### config.mk
export PLATFORM = sky130hd
export DESIGN_NAME = fifo_wptr_full
export DESIGN_NICKNAME = d
export VERILOG_FILES = /design/src/rtl/async_fifo_pkg.sv /design/src/rtl/ptr_sync.sv /design/src/rtl/fifo_wptr_full.sv
export SDC_FILE = /design/constraint.sdc
export NUM_CORES = 1
export LEC_CHECK = 0
export BUFFER_PORTS_ARGS = -buffer_cell sky130_fd_sc_hd__buf_2
export CAP_MARGIN = 10
export CORE_MARGIN = 1
export CORE_UTILIZATION = 45
export DETAILED_ROUTE_END_ITERATION = 8
export PLACE_DENSITY = 0.77
export SLEW_MARGIN = 40
export SYNTH_ARGS = -nofsm -noshare
export SYNTH_HDL_FRONTEND = slang
export SYNTH_SLANG_ARGS = --single-unit
export TNS_END_PERCENT = 50
### constraint.sdc
create_clock -name clk_i -period 2.4 [get_ports clk_i]
set_clock_uncertainty 0.2 [all_clocks]
set_input_delay 0.24 -clock clk_i [delete_from_list [all_inputs] [get_ports clk_i]]
set_output_delay 0.24 -clock clk_i [all_outputs]
set_load 0.02 [all_outputs]
### src/rtl/async_fifo_pkg.sv
// Shared async FIFO types and Gray/binary conversions. Functions work on a wide vector;
// callers zero-extend their pointer in and size-cast the result back.
package async_fifo_pkg;

  localparam int unsigned DefaultAddrWidth = 4;
  localparam int unsigned MaxPtrWidth      = 32;

  typedef logic [DefaultAddrWidth:0] ptr_t;
  typedef logic [MaxPtrWidth-1:0]    wide_ptr_t;

  function automatic wide_ptr_t bin2gray(input wide_ptr_t bin);
    return bin ^ (bin >> 1);
  endfunction

  function automatic wide_ptr_t gray2bin(input wide_ptr_t gray);
    wide_ptr_t bin;
    bin[MaxPtrWidth-1] = gray[MaxPtrWidth-1];
    for (int i = MaxPtrWidth - 2; i >= 0; i--) begin
      bin[i] = bin[i+1] ^ gray[i];
    end
    return bin;
  endfunction

endpackage

### src/rtl/ptr_sync.sv
// Multi-stage flop chain for moving a Gray pointer into another clock domain.
module ptr_sync #(
  parameter int unsigned Stages = 2,
  parameter int unsigned Width  = 1
) (
  input  logic             clk_i,
  input  logic             rst_n_i,
  input  logic [Width-1:0] d_i,
  output logic [Width-1:0] q_o
);

  logic [Width-1:0] sync_q [Stages];

  always_ff @(posedge clk_i or negedge rst_n_i) begin
    if (!rst_n_i) begin
      for (int unsigned i = 0; i < Stages; i++) begin
        sync_q[i] <= '0;
      end
    end else begin
      sync_q[0] <= d_i;
      for (int unsigned i = 1; i < Stages; i++) begin
        sync_q[i] <= sync_q[i-1];
      end
    end
  end

  assign q_o = sync_q[Stages-1];

endmodule

### src/rtl/fifo_wptr_full.sv
// Async FIFO write-side pointer, Gray publish and registered full flag (write clock domain).
// Define FIFO_ALMOST_FULL_EN to add the registered almost_full_o output.
module fifo_wptr_full
  import async_fifo_pkg::*;
#(
  parameter int unsigned ADDR_WIDTH  = DefaultAddrWidth,
  parameter int unsigned SYNC_STAGES = 2
`ifdef FIFO_ALMOST_FULL_EN
  ,
  parameter int unsigned AFULL_LEVEL = (1 << ADDR_WIDTH) - 2
`endif
) (
  input  logic                  clk_i,
  input  logic                  rst_n_i,
  input  logic                  winc_i,
  input  logic [ADDR_WIDTH:0]   rgray_i,
  output logic                  wen_o,
  output logic [ADDR_WIDTH-1:0] waddr_o,
  output logic [ADDR_WIDTH:0]   wgray_o,
  output logic                  full_o
`ifdef FIFO_ALMOST_FULL_EN
  ,
  output logic                  almost_full_o
`endif
);

  localparam int unsigned PtrW = ADDR_WIDTH + 1;

  logic [ADDR_WIDTH:0] wbin_q, wbin_d;
  logic [ADDR_WIDTH:0] wgray_q, wgray_d;
  logic [ADDR_WIDTH:0] rq_sync, full_cmp;
  logic                full_q, full_d;
  logic                winc_ok;

  ptr_sync #(
    .Stages(SYNC_STAGES),
    .Width (PtrW)
  ) u_rgray_sync (
    .clk_i  (clk_i),
    .rst_n_i(rst_n_i),
    .d_i    (rgray_i),
    .q_o    (rq_sync)
  );

  assign winc_ok = winc_i & ~full_q;

  always_comb begin
    wbin_d   = wbin_q + PtrW'(winc_ok);
    wgray_d  = PtrW'(bin2gray(wide_ptr_t'(wbin_d)));
    // Full when write is one lap ahead: top two Gray bits inverted, rest equal.
    full_cmp = rq_sync ^ {2'b11, {(ADDR_WIDTH - 1){1'b0}}};
    full_d   = (wgray_d == full_cmp);
  end

  always_ff @(posedge clk_i or negedge rst_n_i) begin
    if (!rst_n_i) begin
      wbin_q  <= '0;
      wgray_q <= '0;
      full_q  <= 1'b0;
    end else begin
      wbin_q  <= wbin_d;
      wgray_q <= wgray_d;
      full_q  <= full_d;
    end
  end

  assign wen_o   = winc_ok;
  assign waddr_o = wbin_q[ADDR_WIDTH-1:0];
  assign wgray_o = wgray_q;
  assign full_o  = full_q;

`ifdef FIFO_ALMOST_FULL_EN
  localparam logic [ADDR_WIDTH:0] AfullLevel = PtrW'(AFULL_LEVEL);

  logic [ADDR_WIDTH:0] rbin_sync, level_d;
  logic                afull_q, afull_d;

  always_comb begin
    rbin_sync = PtrW'(gray2bin(wide_ptr_t'(rq_sync)));
    level_d   = wbin_d - rbin_sync;
    afull_d   = (level_d >= AfullLevel);
  end

  always_ff @(posedge clk_i or negedge rst_n_i) begin
    if (!rst_n_i) begin
      afull_q <= 1'b0;
    end else begin
      afull_q <= afull_d;
    end
  end

  assign almost_full_o = afull_q;
`endif

endmodule
After elaboration in Yosys (flattened, before gate mapping)
Cells that the tools add are included.

Add/subtract/negate cells: 1. Equality and inequality tests: 1. Bitwise gates (word level): 4.

Operators with widths (number): adder 5 x 1 -> 5 bit (1); equality test 5 bit (1); bitwise XOR 5 x 4 -> 5 bit (1); NOT 2 bit (1); bitwise AND 1 bit (1); NOT 1 bit (1).

Register bits after elaboration: 21. Input port bits: 8. Output and inout bits: 11. Word-level logic and storage cells: 11.

Longest topological paths before layout
Gate-level depths: netlist (run 1).

Word-level depth: 5. Depth in mapped cells: 7. Depth with buffers taken out: 7.

Cells and area by module
A second synthesis (run 1) with hierarchy kept.

Cells, all modules: 52. Area total of the unflattened synthesis: 769.5 sq um.

Modules (own cells, without submodules): fifo_wptr_full (times used 1, cells an instance 37, area each 481.7 sq um, sequential area each 250.2 sq um); ptr_sync (times used 1, cells an instance 15, area each 287.8 sq um, sequential area each 250.2 sq um).

Worst setup path after synthesis (run 1)
No wires, ideal clock.

Kind: reg-to-reg. Start: register full_q (netlist: full_o). End: register full_q (netlist: full_o). Setup time: 0.101 ns. Data arrival time: 2.132 ns. Required time: 2.099 ns. Path slack: -0.033 ns. Cell stages (with the launch flop): 8. Clock period less this slack: 2.433 ns. Path through: dfrtp_1 > nor2b_1 > ha_1 > ha_1 > xor2_1 > xnor2_1 > mux2i_1 > nor4_1.

Word-level cells in the longest chain between the ends: 5.

Ends and longest elaborated chain: start, declared (line fifo_wptr_full.sv:32) `logic full_q, full_d;`; start signal, assigned (line fifo_wptr_full.sv:63) `full_q <= full_d;`; NOT 1 bit (line fifo_wptr_full.sv:45) `assign winc_ok = winc_i & ~full_q;`; bitwise AND 1 bit (line fifo_wptr_full.sv:45); via wen_o (line fifo_wptr_full.sv:17) `output logic wen_o,`; adder 5 x 1 -> 5 bit (line fifo_wptr_full.sv:48) `wbin_d = wbin_q + PtrW'(winc_ok);`; via wbin_d[2] (line fifo_wptr_full.sv:29) `logic [ADDR_WIDTH:0] wbin_q, wbin_d;`; bitwise XOR 5 x 4 -> 5 bit (line async_fifo_pkg.sv:12) `return bin ^ (bin >> 1);`; equality test 5 bit (line fifo_wptr_full.sv:52) `full_d = (wgray_d == full_cmp);`; via full_d (line fifo_wptr_full.sv:32).

The timed path passes the listed nets, and every way through them passes these cells.

Final worst setup path (run 1)
Start: register full_q (netlist: full_o). End: register full_q (netlist: full_o).

Word-level cells in the longest chain between the ends: 5.

Ends and longest elaborated chain (line): NOT 1 bit (fifo_wptr_full.sv:45); bitwise AND 1 bit (fifo_wptr_full.sv:45); adder 5 x 1 -> 5 bit (fifo_wptr_full.sv:48); via wbin_d[2] (fifo_wptr_full.sv:29); bitwise XOR 5 x 4 -> 5 bit (async_fifo_pkg.sv:12); equality test 5 bit (fifo_wptr_full.sv:52); via full_d (fifo_wptr_full.sv:32).

The timed path passes the listed nets, and every way through them passes these cells.

==> flow_metrics.env, run 1 <==
export IMPL_status="completed"
export IMPL_critical_path_startpoint="full_o$_DFF_PN0_"
export IMPL_synth_cells=47
export IMPL_postSynthAreaPerCell_um2=15.57
export IMPL_cp_start_kind="flip-flop"
export IMPL_synth_top_family_by_area="XOR/XNOR gates"
export IMPL_cpMaxStageDelayCell="dfrtp_1"
export IMPL_cpPeakStageDelay_ns=0.40
export IMPL_via_per_inst=4.868
export IMPL_wire_per_inst_um=10.97
export IMPL_worstSetupPathType="flip-flop to flip-flop"
export IMPL_clk_pin_slew_ns=0.10
export IMPL_path_depth=7
export IMPL_timing_critical_path_mode_cell="ha_1"
export IMPL_yosysMostFrequentCell="dfrtp_1"
export IMPL_p_leak_uw=0.0004522
export IMPL_max_cap_viol_count=0
export IMPL_ys_ff_latch=20
export IMPL_rsz0062_at_grt="false"
export IMPL_die_x_um=42.33
export IMPL_final_period_utilization_pct=88.97
export IMPL_synth_simple_gate_area_share_pct=5.641
export IMPL_cts_buffer_depth=2
export IMPL_syn2layout_area_growth_pct=29.57
export IMPL_synth_fa_ha_area_share_pct=3.419
export IMPL_grt_pass1_vias=432
export IMPL_die_area_um2=1792
export IMPL_rrSetupSlack_ns=0.26
export IMPL_setup_viol=0
export IMPL_cp_top_family="adder cells"
export IMPL_ant_nets=0
export IMPL_grt_start_max_net_pins=21
export IMPL_core_um2=1506
export IMPL_clkLatencyLatePin_ns=0.29
export IMPL_worst_pin_slew_ns=0.4197
export IMPL_grt_pass1_wl_mm=1.759
export IMPL_fill_cells=117
export IMPL_utilization_pct=62.96
export IMPL_crit_path_cell_trace="nor2b_2 -> ha_1 -> ha_1 -> xor2_2 -> xnor2_1 -> mux2i_1 -> nor4_1"
export IMPL_drt_first_pass_iters=2
export IMPL_vias=443
export IMPL_min_period_ns=2.135
export IMPL_synth_edff_count=0
export IMPL_synth_top_area_share_pct=68.38
export IMPL_syn_nets=57
export IMPL_ir_drop_mv=0.6564
export IMPL_wirelength_um=998
export IMPL_drive_above_1_share_pct=36.00
export IMPL_io_pins=19
export IMPL_cp_num_buf_inv=0
export IMPL_ys_flop_type="dfrtp_1"
export IMPL_final_nets=86
export IMPL_netlist_area_um2=732.0
export IMPL_row_count=14
export IMPL_die_height_um=42.33
export IMPL_gp_congestion=0.6991
export IMPL_synthXorXnorAreaFrac_pct=17.78
export IMPL_crit_fanout=5
export IMPL_io_buffers=18
export IMPL_drv_slew=0
export IMPL_synthMuxAreaShare_pct=1.368
export IMPL_multi_input_area_um2=241.5
export IMPL_seqCellArea_um2=500.5
export IMPL_reg2reg_depth=7
export IMPL_initial_utilization_pct=48.59
export IMPL_cts_buffers=3
export IMPL_synth_compound_area_share_pct=3.419
export IMPL_reg2reg_from="full_o$_DFF_PN0_"
export IMPL_hp_class="flip-flop to flip-flop"
export IMPL_cts_num_sinks=20
export IMPL_cts_htree_levels=1
export IMPL_p_per_area_nw_per_um2=1373
export IMPL_drt_iter0_markers=1
export IMPL_synthArstFlopShare_pct=100.0
export IMPL_grt_remaining_overflow=0
export IMPL_antennaDiodeCount=0
export IMPL_cp_end_kind="flip-flop"
export IMPL_ys_types=16
export IMPL_max_freq_ghz=0.4683
export IMPL_setup_tns_ns=0
export IMPL_cts_tree="yes"
export IMPL_seq_area_frac_synth_pct=68.38
export IMPL_grtUsageTotal_pct=13.71
export IMPL_synthTopCellsByArea="dfrtp_1, xnor2_1, xor2_1, ha_1, xnor2_2"
export IMPL_final_hold_viol_count=0
export IMPL_synth_common_cells="dfrtp_1, xnor2_1, xor2_1"
export IMPL_yosysTopAreaCell="dfrtp_1"
export IMPL_root_buffer="clkbuf_4"
export IMPL_synth_warnings=0
export IMPL_arrival_ns=2.14
export IMPL_r2r_end="full_o$_DFF_PN0_"
export IMPL_cp_required_ns=2.41
export IMPL_endpoint="full_o$_DFF_PN0_"
export IMPL_drc=0
export IMPL_antenna_found_initial=0
export IMPL_slew_headroom_pct=72.02
-- worst min path at each step --
stage / startpoint / endpoint / cells after the start
final: u_rgray_sync.sync_q[6]$_DFF_PN0_ / u_rgray_sync.q_o[1]$_DFF_PN0_ / 0
after global routing: u_rgray_sync.sync_q[6]$_DFF_PN0_ / u_rgray_sync.q_o[1]$_DFF_PN0_ / 0
after CTS: u_rgray_sync.sync_q[9]$_DFF_PN0_ / u_rgray_sync.q_o[4]$_DFF_PN0_ / 0
after detailed placement: rst_n_i / wbin_q[1]$_DFF_PN0_ / 1
after global placement: rst_n_i / wbin_q[1]$_DFF_PN0_ / 1
after floorplan: rst_n_i / full_o$_DFF_PN0_ / 0
-- where the power goes --
group / leakage [µW] / internal (µW) / switching, µW / total [µW]
Sequential: 0.000236 / 436 / 76.5 / 512
Clock: 0.0000210 / 92.5 / 97.3 / 190
Combinational: 0.000195 / 267 / 333 / 600
-- metrics by stage --
stage	cells	cell area (µm²)	setup WS, ns	power (µW)	hold slack (ns)
finish	91	948.4	0.2648	1302	0.1586
global route	91	948.4	0.02837	1399	0.1654
CTS	91	940.9	0.1587	1313	0.1621
detailed placement	81	844.6	0.1969	1114	0.006851
global placement	81	844.6	0.3134	1105	0.001524
floorplan	47	734.5	0.1041	957.1	-0.2556
-- layout make-up --
type	instances	share of cell area (%)
Clock buffer	4	3.826
Timing Repair Buffer	24	15.83
Tap cell	16	2.111
Sequential cell	20	52.77
Multi-Input combinational cell	27	25.46
-- layer usage --
| layer | track usage (%) | part of all wire [%] | vias up |
|---|---|---|---|
| li1 | - | - | 209 |
| met4 | 9.375 | 1.8 | 0 |
| met2 | 22.46 | 50 | 17 |
| met1 | 15.29 | 43 | 213 |
| met3 | 3.879 | 4.4 | 4 |
| met5 | 0 | 0 | - |
-- layout by cell type (no fill, tap or decap), drive strengths merged, types with 2 or more instances in the layout --
master and count:
xnor2 8, buf 18, xor2 6, a21boi 2, ha 2, dfrtp 20, clkbuf 4, dlygate4sd3 6
-- registers in the layout (all words and copies together) (netlist names) --
| register | flops |
|---|---|
| u_rgray_sync.q_o | 5 |
| wbin_q | 5 |
| full_o | 1 |
| wgray_o | 4 |
| u_rgray_sync.sync_q | 5 |
-- kinds of logic (layout without fill, tap and decap cells) --
family                   Yosys count  count (layout)
buffers and inverters              0              28
multiplexers                       1               1
XOR/XNOR                          14              14
AO/OA/AOI/OAI                      3               3
adder cells (fa/ha/maj)            2               2
AND/OR/NAND/NOR                    7               7
flip-flops                        20              20
-- what timing repair did --
item / in CTS / in global routing
setup endpoints to repair: 0 / 1
resized for setup: 0 / 1
hold endpoints to repair: 25 / 0
hold buffers: 6 / 0
buffers inserted: 0 / 0
(Power assumes the default switching activity.)
==> inputs of run 2 (changes only) <==
--- a/config.mk
+++ b/config.mk
@@ -7,7 +7,7 @@
 export LEC_CHECK = 0
 export BUFFER_PORTS_ARGS = -buffer_cell sky130_fd_sc_hd__buf_2
 export CAP_MARGIN = 10
-export CORE_MARGIN = 1
+export CORE_MARGIN = 2
 export CORE_UTILIZATION = 45
 export DETAILED_ROUTE_END_ITERATION = 8
 export PLACE_DENSITY = 0.77
==> flow_metrics.env, run 2 (synthesis results as in run 1) <==
export IMPL_grtUsageTotal_pct=13.02
export IMPL_hp_class="flip-flop to flip-flop"
export IMPL_io_pins=19
export IMPL_io_buffers=18
export IMPL_power_internal_uw=796.0
export IMPL_cts_buffers=3
export IMPL_rrSetupSlack_ns=0.19
export IMPL_core_um2=1524
export IMPL_cp_required_ns=2.39
export IMPL_combPwrFrac_pct=46.6
export IMPL_final_hold_viol_count=0
export IMPL_drc=0
export IMPL_hpwl_um=748.4
export IMPL_die_x_um=44.33
export IMPL_crit_fanout=5
export IMPL_antennaDiodeCount=0
export IMPL_arrival_ns=2.20
export IMPL_root_buffer="clkbuf_4"
export IMPL_cts_num_sinks=20
export IMPL_setup_viol=0
export IMPL_syn2layout_area_growth_pct=29.57
export IMPL_rsz0062_at_grt="false"
export IMPL_die_area_um2=1965
export IMPL_ir_drop_mv=0.7542
export IMPL_final_period_utilization_pct=91.93
export IMPL_max_cap_viol_count=0
export IMPL_drt_first_pass_iters=2
export IMPL_drt_iter0_markers=3
export IMPL_initial_utilization_pct=48.03
export IMPL_clk_pin_slew_ns=0.10
export IMPL_p_seq_share_pct=39.0
export IMPL_row_count=14
export IMPL_p_per_area_nw_per_um2=1382
export IMPL_antenna_found_initial=0
export IMPL_cts_htree_levels=1
export IMPL_utilization_pct=62.23
export IMPL_slew_headroom_pct=71.54
export IMPL_wire_per_inst_um=11.88
export IMPL_wirelength_mm=1.081
export IMPL_cpPeakStageDelay_ns=0.41
export IMPL_drive_above_1_share_pct=36.00
export IMPL_p_leak_uw=0.0004522
export IMPL_gp_congestion=0.7305
export IMPL_max_freq_ghz=0.4532
export IMPL_cpMaxStageDelayCell="dfrtp_1"
export IMPL_grt_pass1_wl_mm=1.773
export IMPL_worstSetupPathType="flip-flop to flip-flop"
export IMPL_final_nets=86
export IMPL_layout_commonest_cell="dfrtp_1"
export IMPL_ant_nets=0
export IMPL_p_sw_share_pct=39.28
export IMPL_grt_remaining_overflow=0
export IMPL_power_switching_uw=515.1
export IMPL_clockPowerShare_pct=14.4
export IMPL_min_period_ns=2.206
export IMPL_status="completed"
export IMPL_die_height_um=44.33
export IMPL_cts_tree="yes"
export IMPL_crit_path_cell_trace="nor2b_2 -> ha_1 -> ha_1 -> xnor2_1 -> xnor2_1 -> xor2_1 -> nor4_1"
export IMPL_grt_start_max_net_pins=21
export IMPL_final_cell_mix="dfrtp_1, buf_2, xnor2_1"
export IMPL_drv_slew=0
export IMPL_cp_start_kind="flip-flop"
export IMPL_clkLatencyLatePin_ns=0.29
export IMPL_setup_tns_ns=0
export IMPL_cts_buffer_depth=2
export IMPL_vias=444
export IMPL_worst_pin_slew_ns=0.4269
export IMPL_via_per_inst=4.879
export IMPL_cp_end_kind="flip-flop"
export IMPL_grt_pass1_vias=437
run 2: cell counts in the layout (fill, tap and decap cells not counted):
No cell type changed its count.
run 2: stage by stage:
step | total power [µW] | std cells | worst slack, ns | hold WS (ns) | area (µm²)
final | 1311 | 91 | 0.1936 | 0.1609 | 948.4
after global routing | 1404 | 91 | 0.04263 | 0.1701 | 948.4
after CTS | 1321 | 91 | 0.1397 | 0.1645 | 940.9
after detailed placement | 1118 | 81 | 0.2063 | 0.008044 | 844.6
after global placement | 1103 | 81 | 0.2738 | 0.001371 | 844.6
after floorplan | 957.1 | 47 | 0.1041 | -0.2556 | 734.5
run 2: power groups by stage:
stage | sequential, µW | combinational, µW | clock, µW
finish | 512 | 611 | 188
detailed placement | 518 | 600 | 0
global route | 528 | 667 | 210
CTS | 510 | 613 | 197
floorplan | 620 | 337 | 0
global placement | 514 | 589 | 0
run 2: per-layer routing:
layer	global-route usage, %	up-vias	routed length, µm
met3	2.449	0	55
met5	0	-	0
met4	7.273	0	0
li1	-	212	-
met1	15.80	217	471
met2	21.76	15	554
run 2: repair_timing:
item | in CTS | in global routing
endpoints found under the hold margin | 25 | 0
buffers inserted | 0 | 0
gates resized for setup | 0 | 1
hold buffers | 6 | 0
endpoints found under the setup margin | 0 | 1
run 2: layout make-up:
class | instances | area [µm²]
sequential | 20 | 500.5
fill | 117 | 575.6
multi-input combinational | 27 | 241.5
tap | 16 | 20.02
timing repair buffer | 24 | 150.1
clock buffer | 4 | 36.28
run 2: worst paths after layout:
path	cells after the start	end	startpoint
min reg2reg	0	u_rgray_sync.q_o[0]$_DFF_PN0_	u_rgray_sync.sync_q[5]$_DFF_PN0_
max	7	full_o$_DFF_PN0_	full_o$_DFF_PN0_
min in group asynchronous	2	wgray_o[1]$_DFF_PN0_	rst_n_i
max reg2reg	7	full_o$_DFF_PN0_	full_o$_DFF_PN0_
max in group asynchronous	2	u_rgray_sync.q_o[4]$_DFF_PN0_	rst_n_i
min	0	u_rgray_sync.q_o[0]$_DFF_PN0_	u_rgray_sync.sync_q[5]$_DFF_PN0_
run 2: worst max-delay path: cells and delay by family, from the launching register on:
kind | cells | cell delay [ns]
flip-flops | 1 | 0.41
AND/OR/NAND/NOR | 2 | 0.43
XOR/XNOR | 3 | 0.52
adder cells (fa/ha/maj) | 2 | 0.55
